<file path="src/rtl/cli_mux_operand_parser.sv">
// Line parser for "<sel> <op0> <op1>\r" commands feeding MUX_2; registers SEL/IN_0/IN_1
// only on a complete valid line and pulses ERR for one cycle on a rejected line.
module cli_mux_operand_parser (
    input  logic        CLK,
    input  logic        RST_N,
    input  logic [7:0]  CHR_IN,
    input  logic        CHR_VALID,
    output logic        CHR_READY,
    output logic        SEL,
    output logic [31:0] IN_0,
    output logic [31:0] IN_1,
    output logic        OP_VALID,
    input  logic        OP_ACK,
    output logic        ERR
);
    localparam logic [7:0] SEP_CHR  = 8'h20;
    localparam logic [7:0] TERM_CHR = 8'h0D;

    typedef enum logic [2:0] {
        S_SEL   = 3'd0,
        S_GAP1  = 3'd1,
        S_GAP2  = 3'd2,
        S_OP0   = 3'd3,
        S_OP1   = 3'd4,
        S_TAIL  = 3'd5,
        S_DONE  = 3'd6,
        S_DRAIN = 3'd7
    } state_t;

    state_t      state_q, state_d;
    logic        sel_sh_q, sel_sh_d;
    logic [31:0] op0_sh_q, op0_sh_d;
    logic [31:0] acc_q, acc_d;
    logic        ovf_q, ovf_d;
    logic        gap_seen_q, gap_seen_d;
    logic        sel_q, sel_d;
    logic [31:0] in0_q, in0_d;
    logic [31:0] in1_q, in1_d;
    logic        op_valid_q, op_valid_d;
    logic        err_q, err_d;

    logic        accept_s;
    logic        is_digit_s;
    logic        is_sep_s;
    logic        is_term_s;
    logic [35:0] acc_mul_s;

    assign CHR_READY  = RST_N && (state_q != S_DONE);
    assign accept_s   = CHR_VALID && CHR_READY;
    assign is_digit_s = (CHR_IN >= 8'h30) && (CHR_IN <= 8'h39);
    assign is_sep_s   = (CHR_IN == SEP_CHR);
    assign is_term_s  = (CHR_IN == TERM_CHR);
    // Wide accumulate so a carry past bit 31 is visible as overflow.
    assign acc_mul_s  = ({4'd0, acc_q} * 36'd10) + {32'd0, CHR_IN[3:0]};

    // Next-state and datapath update for one accepted character or an acknowledge.
    always_comb begin
        state_d    = state_q;
        sel_sh_d   = sel_sh_q;
        op0_sh_d   = op0_sh_q;
        acc_d      = acc_q;
        ovf_d      = ovf_q;
        gap_seen_d = gap_seen_q;
        sel_d      = sel_q;
        in0_d      = in0_q;
        in1_d      = in1_q;
        op_valid_d = op_valid_q;
        err_d      = 1'b0;

        if (state_q == S_DONE) begin
            if (OP_ACK) begin
                op_valid_d = 1'b0;
                state_d    = S_SEL;
            end else begin
                state_d    = S_DONE;
            end
        end else if (accept_s) begin
            case (state_q)
                S_SEL: begin
                    if (is_sep_s || is_term_s) begin
                        state_d = S_SEL;
                    end else if ((CHR_IN == 8'h30) || (CHR_IN == 8'h31)) begin
                        sel_sh_d   = CHR_IN[0];
                        gap_seen_d = 1'b0;
                        state_d    = S_GAP1;
                    end else begin
                        state_d = S_DRAIN;
                    end
                end
                S_GAP1, S_GAP2: begin
                    if (is_sep_s) begin
                        gap_seen_d = 1'b1;
                    end else if (is_digit_s && gap_seen_q) begin
                        acc_d   = {28'd0, CHR_IN[3:0]};
                        ovf_d   = 1'b0;
                        state_d = (state_q == S_GAP1) ? S_OP0 : S_OP1;
                    end else if (is_term_s) begin
                        err_d   = 1'b1;
                        state_d = S_SEL;
                    end else begin
                        state_d = S_DRAIN;
                    end
                end
                S_OP0, S_OP1: begin
                    if (is_digit_s) begin
                        acc_d = acc_mul_s[31:0];
                        ovf_d = ovf_q | (|acc_mul_s[35:32]);
                    end else if (is_sep_s && ovf_q) begin
                        state_d = S_DRAIN;
                    end else if (is_sep_s && (state_q == S_OP0)) begin
                        op0_sh_d   = acc_q;
                        gap_seen_d = 1'b1;
                        state_d    = S_GAP2;
                    end else if (is_sep_s) begin
                        state_d = S_TAIL;
                    end else if (is_term_s && (state_q == S_OP1) && !ovf_q) begin
                        sel_d      = sel_sh_q;
                        in0_d      = op0_sh_q;
                        in1_d      = acc_q;
                        op_valid_d = 1'b1;
                        state_d    = S_DONE;
                    end else if (is_term_s) begin
                        err_d   = 1'b1;
                        state_d = S_SEL;
                    end else begin
                        state_d = S_DRAIN;
                    end
                end
                S_TAIL: begin
                    if (is_sep_s) begin
                        state_d = S_TAIL;
                    end else if (is_term_s) begin
                        sel_d      = sel_sh_q;
                        in0_d      = op0_sh_q;
                        in1_d      = acc_q;
                        op_valid_d = 1'b1;
                        state_d    = S_DONE;
                    end else begin
                        state_d = S_DRAIN;
                    end
                end
                S_DRAIN: begin
                    if (is_term_s) begin
                        err_d   = 1'b1;
                        state_d = S_SEL;
                    end else begin
                        state_d = S_DRAIN;
                    end
                end
                default: begin
                    state_d = S_SEL;
                end
            endcase
        end else begin
            state_d = state_q;
        end
    end

    // State and output registers with synchronous active-low reset.
    always_ff @(posedge CLK) begin
        if (!RST_N) begin
            state_q    <= S_SEL;
            sel_sh_q   <= 1'b0;
            op0_sh_q   <= 32'd0;
            acc_q      <= 32'd0;
            ovf_q      <= 1'b0;
            gap_seen_q <= 1'b0;
            sel_q      <= 1'b0;
            in0_q      <= 32'd0;
            in1_q      <= 32'd0;
            op_valid_q <= 1'b0;
            err_q      <= 1'b0;
        end else begin
            state_q    <= state_d;
            sel_sh_q   <= sel_sh_d;
            op0_sh_q   <= op0_sh_d;
            acc_q      <= acc_d;
            ovf_q      <= ovf_d;
            gap_seen_q <= gap_seen_d;
            sel_q      <= sel_d;
            in0_q      <= in0_d;
            in1_q      <= in1_d;
            op_valid_q <= op_valid_d;
            err_q      <= err_d;
        end
    end

    assign SEL      = sel_q;
    assign IN_0     = in0_q;
    assign IN_1     = in1_q;
    assign OP_VALID = op_valid_q;
    assign ERR      = err_q;
endmodule
</file>
<file path="config.mk">
export PLATFORM = sky130hd
export DESIGN_NAME = cli_mux_operand_parser
export DESIGN_NICKNAME = d
export VERILOG_FILES = /design/src/rtl/cli_mux_operand_parser.sv
export SDC_FILE = /design/constraint.sdc
export NUM_CORES = 1
export LEC_CHECK = 0
export CAP_MARGIN = 5
export CORE_ASPECT_RATIO = 0.9
export CORE_MARGIN = 3
export CORE_UTILIZATION = 32
export DETAILED_ROUTE_END_ITERATION = 10
export MAX_ROUTING_LAYER = met4
export SLEW_MARGIN = 40
export SYNTH_ARGS = -nofsm -noshare
export SYNTH_HDL_FRONTEND = slang
export SYNTH_SLANG_ARGS = --single-unit
</file>
<file path="constraint.sdc">
create_clock -name CLK -period 3.9 [get_ports CLK]
set_input_delay 0.78 -clock CLK [delete_from_list [all_inputs] [get_ports CLK]]
set_output_delay 0.78 -clock CLK [all_outputs]
set_load 0.03 [all_outputs]
</file>
==> flow_metrics.py <==
metrics = {
    "timing": {
        "clock.fmax_mhz": 272,
        "max-slew-margin-rel": 0.494,
        "hold_ws_ns": 0.456,
        "rsz0062_at_grt": "true",
        "hold_viol": 0,
        "setup_viol": 0,
        "slew_viol_final": 0,
        "fin_worst_skew_ns": 0.00924,
        "fin_crit_ns": 3.68,
        "fin_crit_sh": 0.943,
        "worst_pin_slew_ns": 0.758,
    },
    "placed_design": {
        "place.gp.congestion": 0.931,
        "place.port_buffers": 79,
        "placed_area_mm2": 0.00963,
        "place_inst": 1434,
        "dp_hpwl_um": 16000,
    },
    "setup_path": {
        "cp.arrival_ns": 3.98,
        "worstReg2RegStart": "acc_q[1]",
        "path_max_fanout": 4,
        "reg2reg_to": "acc_q[28]",
        "startpoint_type": "flip-flop",
        "reg2reg_depth": 12,
        "rrSetupSlack_ns": 0.22,
        "crit_type": "flip-flop to flip-flop",
        "worst_ep_required_time_ns": 4.20,
        "endpoint_kind": "flip-flop",
    },
    "synthesis": {
        "syn_area_mm2": 0.00815,
        "yosys_register_bits": 137,
        "synth_simple_gate_area_share": 0.230,
        "synthAdderAreaFrac": 0.102,
        "postSynthCellCount": 1017,
        "synth_compound_area_frac": 0.226,
        "syn_avg_cell_area_um2": 8.02,
        "synthMuxAreaShare": 0.00890,
        "synth_warnings": 0,
        "synth-seq-area-share": 0.336,
        "synth_enable_flop_cells": 0,
        "synth_flop_cell": "dfxtp_1",
        "synth_cell_type_count": 66,
        "synth_xor_area_frac": 0.0591,
        "async_flop_share": 0,
        "synth_top_family_by_area": "simple AND/OR/NAND/NOR gates",
        "synth_nets": 1094,
    },
    "final_layout": {
        "multi_input_area_mm2": 0.00517,
        "diodes": 0,
        "design_area_mm2": 0.0102,
        "drive_gt1_frac": 0.110,
        "nFillCells": 2492,
        "area_growth_pct": 25.7,
        "nets": 1196,
        "seq_area_mm2": 0.00274,
        "fin_cells": 1468,
    },
    "global_routing": {
        "grt_pass1_vias": 6887,
        "antenna_found_initial": 0,
        "grt_max_degree": 126,
        "grt_pass1_wl_um": 35800,
        "overflow": 0,
        "track_usage": 0.162,
    },
    "routing": {
        "routed_via_density": 5.03,
        "final_antenna_net_count": 0,
        "wl_per_cell_um": 14.7,
        "route.detailed.drc": 0,
        "drt-pass1-iter-count": 5,
        "finalWirelength_um": 21600,
        "drtIter0Drc": 685,
        "vias": 7387,
    },
    "hold_path": {
        "holdPathEnd": "IN_0[9]",
        "min_path_type": "flip-flop to flip-flop",
        "hold_path_depth": 2,
        "holdCritStartpoint": "op0_sh_q[9]",
    },
    "die": {
        "io_pins": 80,
        "dieHeight_um": 157,
        "core_area_mm2": 0.0247,
        "dieArea_mm2": 0.0274,
        "start_util": 0.331,
        "row_count": 54,
        "fp.dieW_um": 174,
    },
    "clock_tree": {
        "cts_made_buffers": 17,
        "cts.clk_slew.worst_paths_ns": 0.07,
        "numClockSinks": 137,
        "htreeDepth": 4,
        "insertion_delay_ns": 0.41,
        "cts_tree": "yes",
        "cts_buffer_depth": 2,
        "root_buffer": "clkbuf_16",
    },
    "job": {
        "maxCapViolCount": 0,
    },
    "power_and_ir_drop": {
        "vdd_drop_max_mv": 0.268,
        "p_leak_nw": 3.85,
        "power_density_mw_per_mm2": 301,
    },
    "status": {
        "status": "finished, final reports clean",
    },
}
-- flip-flops by register name, summed over array words and instances, names as in the netlist --
| name | cells |
|---|---|
| gap_seen_q | 1 |
| op0_sh_q | 32 |
| sel_sh_q | 1 |
| state_q | 3 |
| IN_0 | 32 |
| ERR | 1 |
| acc_q | 32 |
| OP_VALID | 1 |
| IN_1 | 32 |
| ovf_q | 1 |
| SEL | 1 |
-- power breakdown --
group	internal [mW]	switching (mW)
Clock	0.839	0.633
Combinational	0.0787	0.103
Sequential	1.41	0.0274
-- layout make-up --
class / instances / area share
Inverter: 16 / 0.00586
Multi-Input combinational cell: 800 / 0.505
Sequential cell: 137 / 0.268
Timing Repair Buffer: 147 / 0.128
Clock buffer: 21 / 0.0439
Tap cell: 336 / 0.0410
Clock inverter: 11 / 0.00879
-- cell usage in the layout (no fill, tap or decap), types with 4 or more instances in the layout --
master and n:
nand2b_1 5, buf_4 65, inv_1 16, nor3_1 14, xor2_1 21, nand4_1 15, and3_1 7, dfxtp_1 136
ha_1 63, clkdlybuf4s50_1 78, o21ai_0 36, a22oi_1 18, clkinvlp_4 5, mux2i_1 5, nand3_1 12, inv_6 4
or3_1 6, a21oi_1 42, a211oi_1 4, clkbuf_16 17, nor2_1 40, a21o_1 7, a31oi_1 5, xnor2_1 34
o211ai_1 4, nand2_1 251, and2_1 12, a21boi_0 101, nor2b_1 24, a22o_1 8
-- Yosys cell counts (all sizes together), types with 2 or more instances --
cell | n | area (um2)
o41ai | 2 | 17.5
nor2b | 24 | 150
and3 | 7 | 43.8
o21bai | 2 | 15.0
nor4b | 2 | 32.5
ha | 63 | 788
a22o | 8 | 70.1
nand4b | 3 | 32.5
and4b | 2 | 20.0
dfxtp | 137 | 2740
nand2 | 251 | 942
or3 | 7 | 43.8
a21oi | 43 | 215
o21ai | 38 | 194
o31ai | 5 | 42.5
o211ai | 4 | 30.0
o22ai | 3 | 18.8
o221ai | 3 | 26.3
a21boi | 101 | 758
and4 | 2 | 17.5
clkbuf | 53 | 199
a21o | 7 | 52.6
nor3 | 17 | 90.1
o31a | 2 | 17.5
a31oi | 6 | 52.6
buf | 11 | 52.5
mux2i | 5 | 50.1
and2 | 12 | 75.1
nand4 | 16 | 106
nor4 | 5 | 52.6
mux2 | 2 | 22.5
xor2 | 21 | 184
nor2 | 41 | 154
a32o | 2 | 20.0
a22oi | 19 | 148
xnor2 | 34 | 298
a211oi | 7 | 52.6
nand3 | 12 | 60.1
nand2b | 5 | 31.3
fa | 2 | 40.0
inv | 16 | 60.1
o21a | 3 | 22.5
-- logic make-up (layout without fill, tap and decap cells) --
logic type	after synthesis	after routing
simple gates	409	409
buf+inv	80	195
fa+ha+maj	65	65
mux	7	7
xor+xnor	55	55
flops	137	137
compound gates	264	264
-- per-layer routing --
metal	track usage	vias up	wire [um]	share of wire
li1	-	3760	-	-
met1	0.236	3466	11500	0.53
met2	0.234	147	8980	0.42
met3	0.0265	14	910	0.042
met4	0.0325	0	186	0.0086
met5	-	-	0	0
-- metrics by stage --
step / util / TNS [ns] / total power [mW] / setup slack (ns)
after floorplan: - / 0 / 1.59 / 0.182
after global placement: 0.390 / -0.286 / 1.64 / -0.111
after detailed placement: 0.390 / -0.742 / 1.64 / -0.218
after CTS: 0.412 / 0 / 3.11 / 0.108
after global routing: 0.416 / -0.0363 / 3.20 / -0.0269
final: 0.416 / 0 / 3.09 / 0.223
-- worst max-delay path: stages, from the launching register on --
cell      delay [ns]
dfxtp_1         0.31
ha_1            0.29
ha_1            0.26
fa_2            0.38
a211oi_2        0.30
nor2_1          0.10
xnor2_1         0.15
buf_4           0.14
or3_1           0.41
nor4_4          0.35
nand4_2         0.20
or3_1           0.41
a32o_1          0.25
-- worst max path at each step --
stage                    from   endpoint  slack [ns]  cells past startpoint
floorplan            acc_q[1]  acc_q[30]        0.18                     13
global placement    CHR_IN[1]  acc_q[29]       -0.11                     14
detailed placement  CHR_IN[1]  acc_q[29]       -0.22                     14
CTS                  acc_q[2]  acc_q[29]        0.11                     13
global route         acc_q[2]  acc_q[30]       -0.03                     12
finish               acc_q[1]  acc_q[28]        0.22                     12
-- repair_timing --
| item | CTS | global route |
|---|---|---|
| buffers inserted | 0 | 1 |
| setup endpoints to repair | 2 | 12 |
| hold buffers | 0 | 0 |
| gates resized for setup | 1 | 15 |
| hold endpoints to repair | 0 | 0 |
| pin swaps | 0 | 5 |
(Power assumes the default switching activity.)
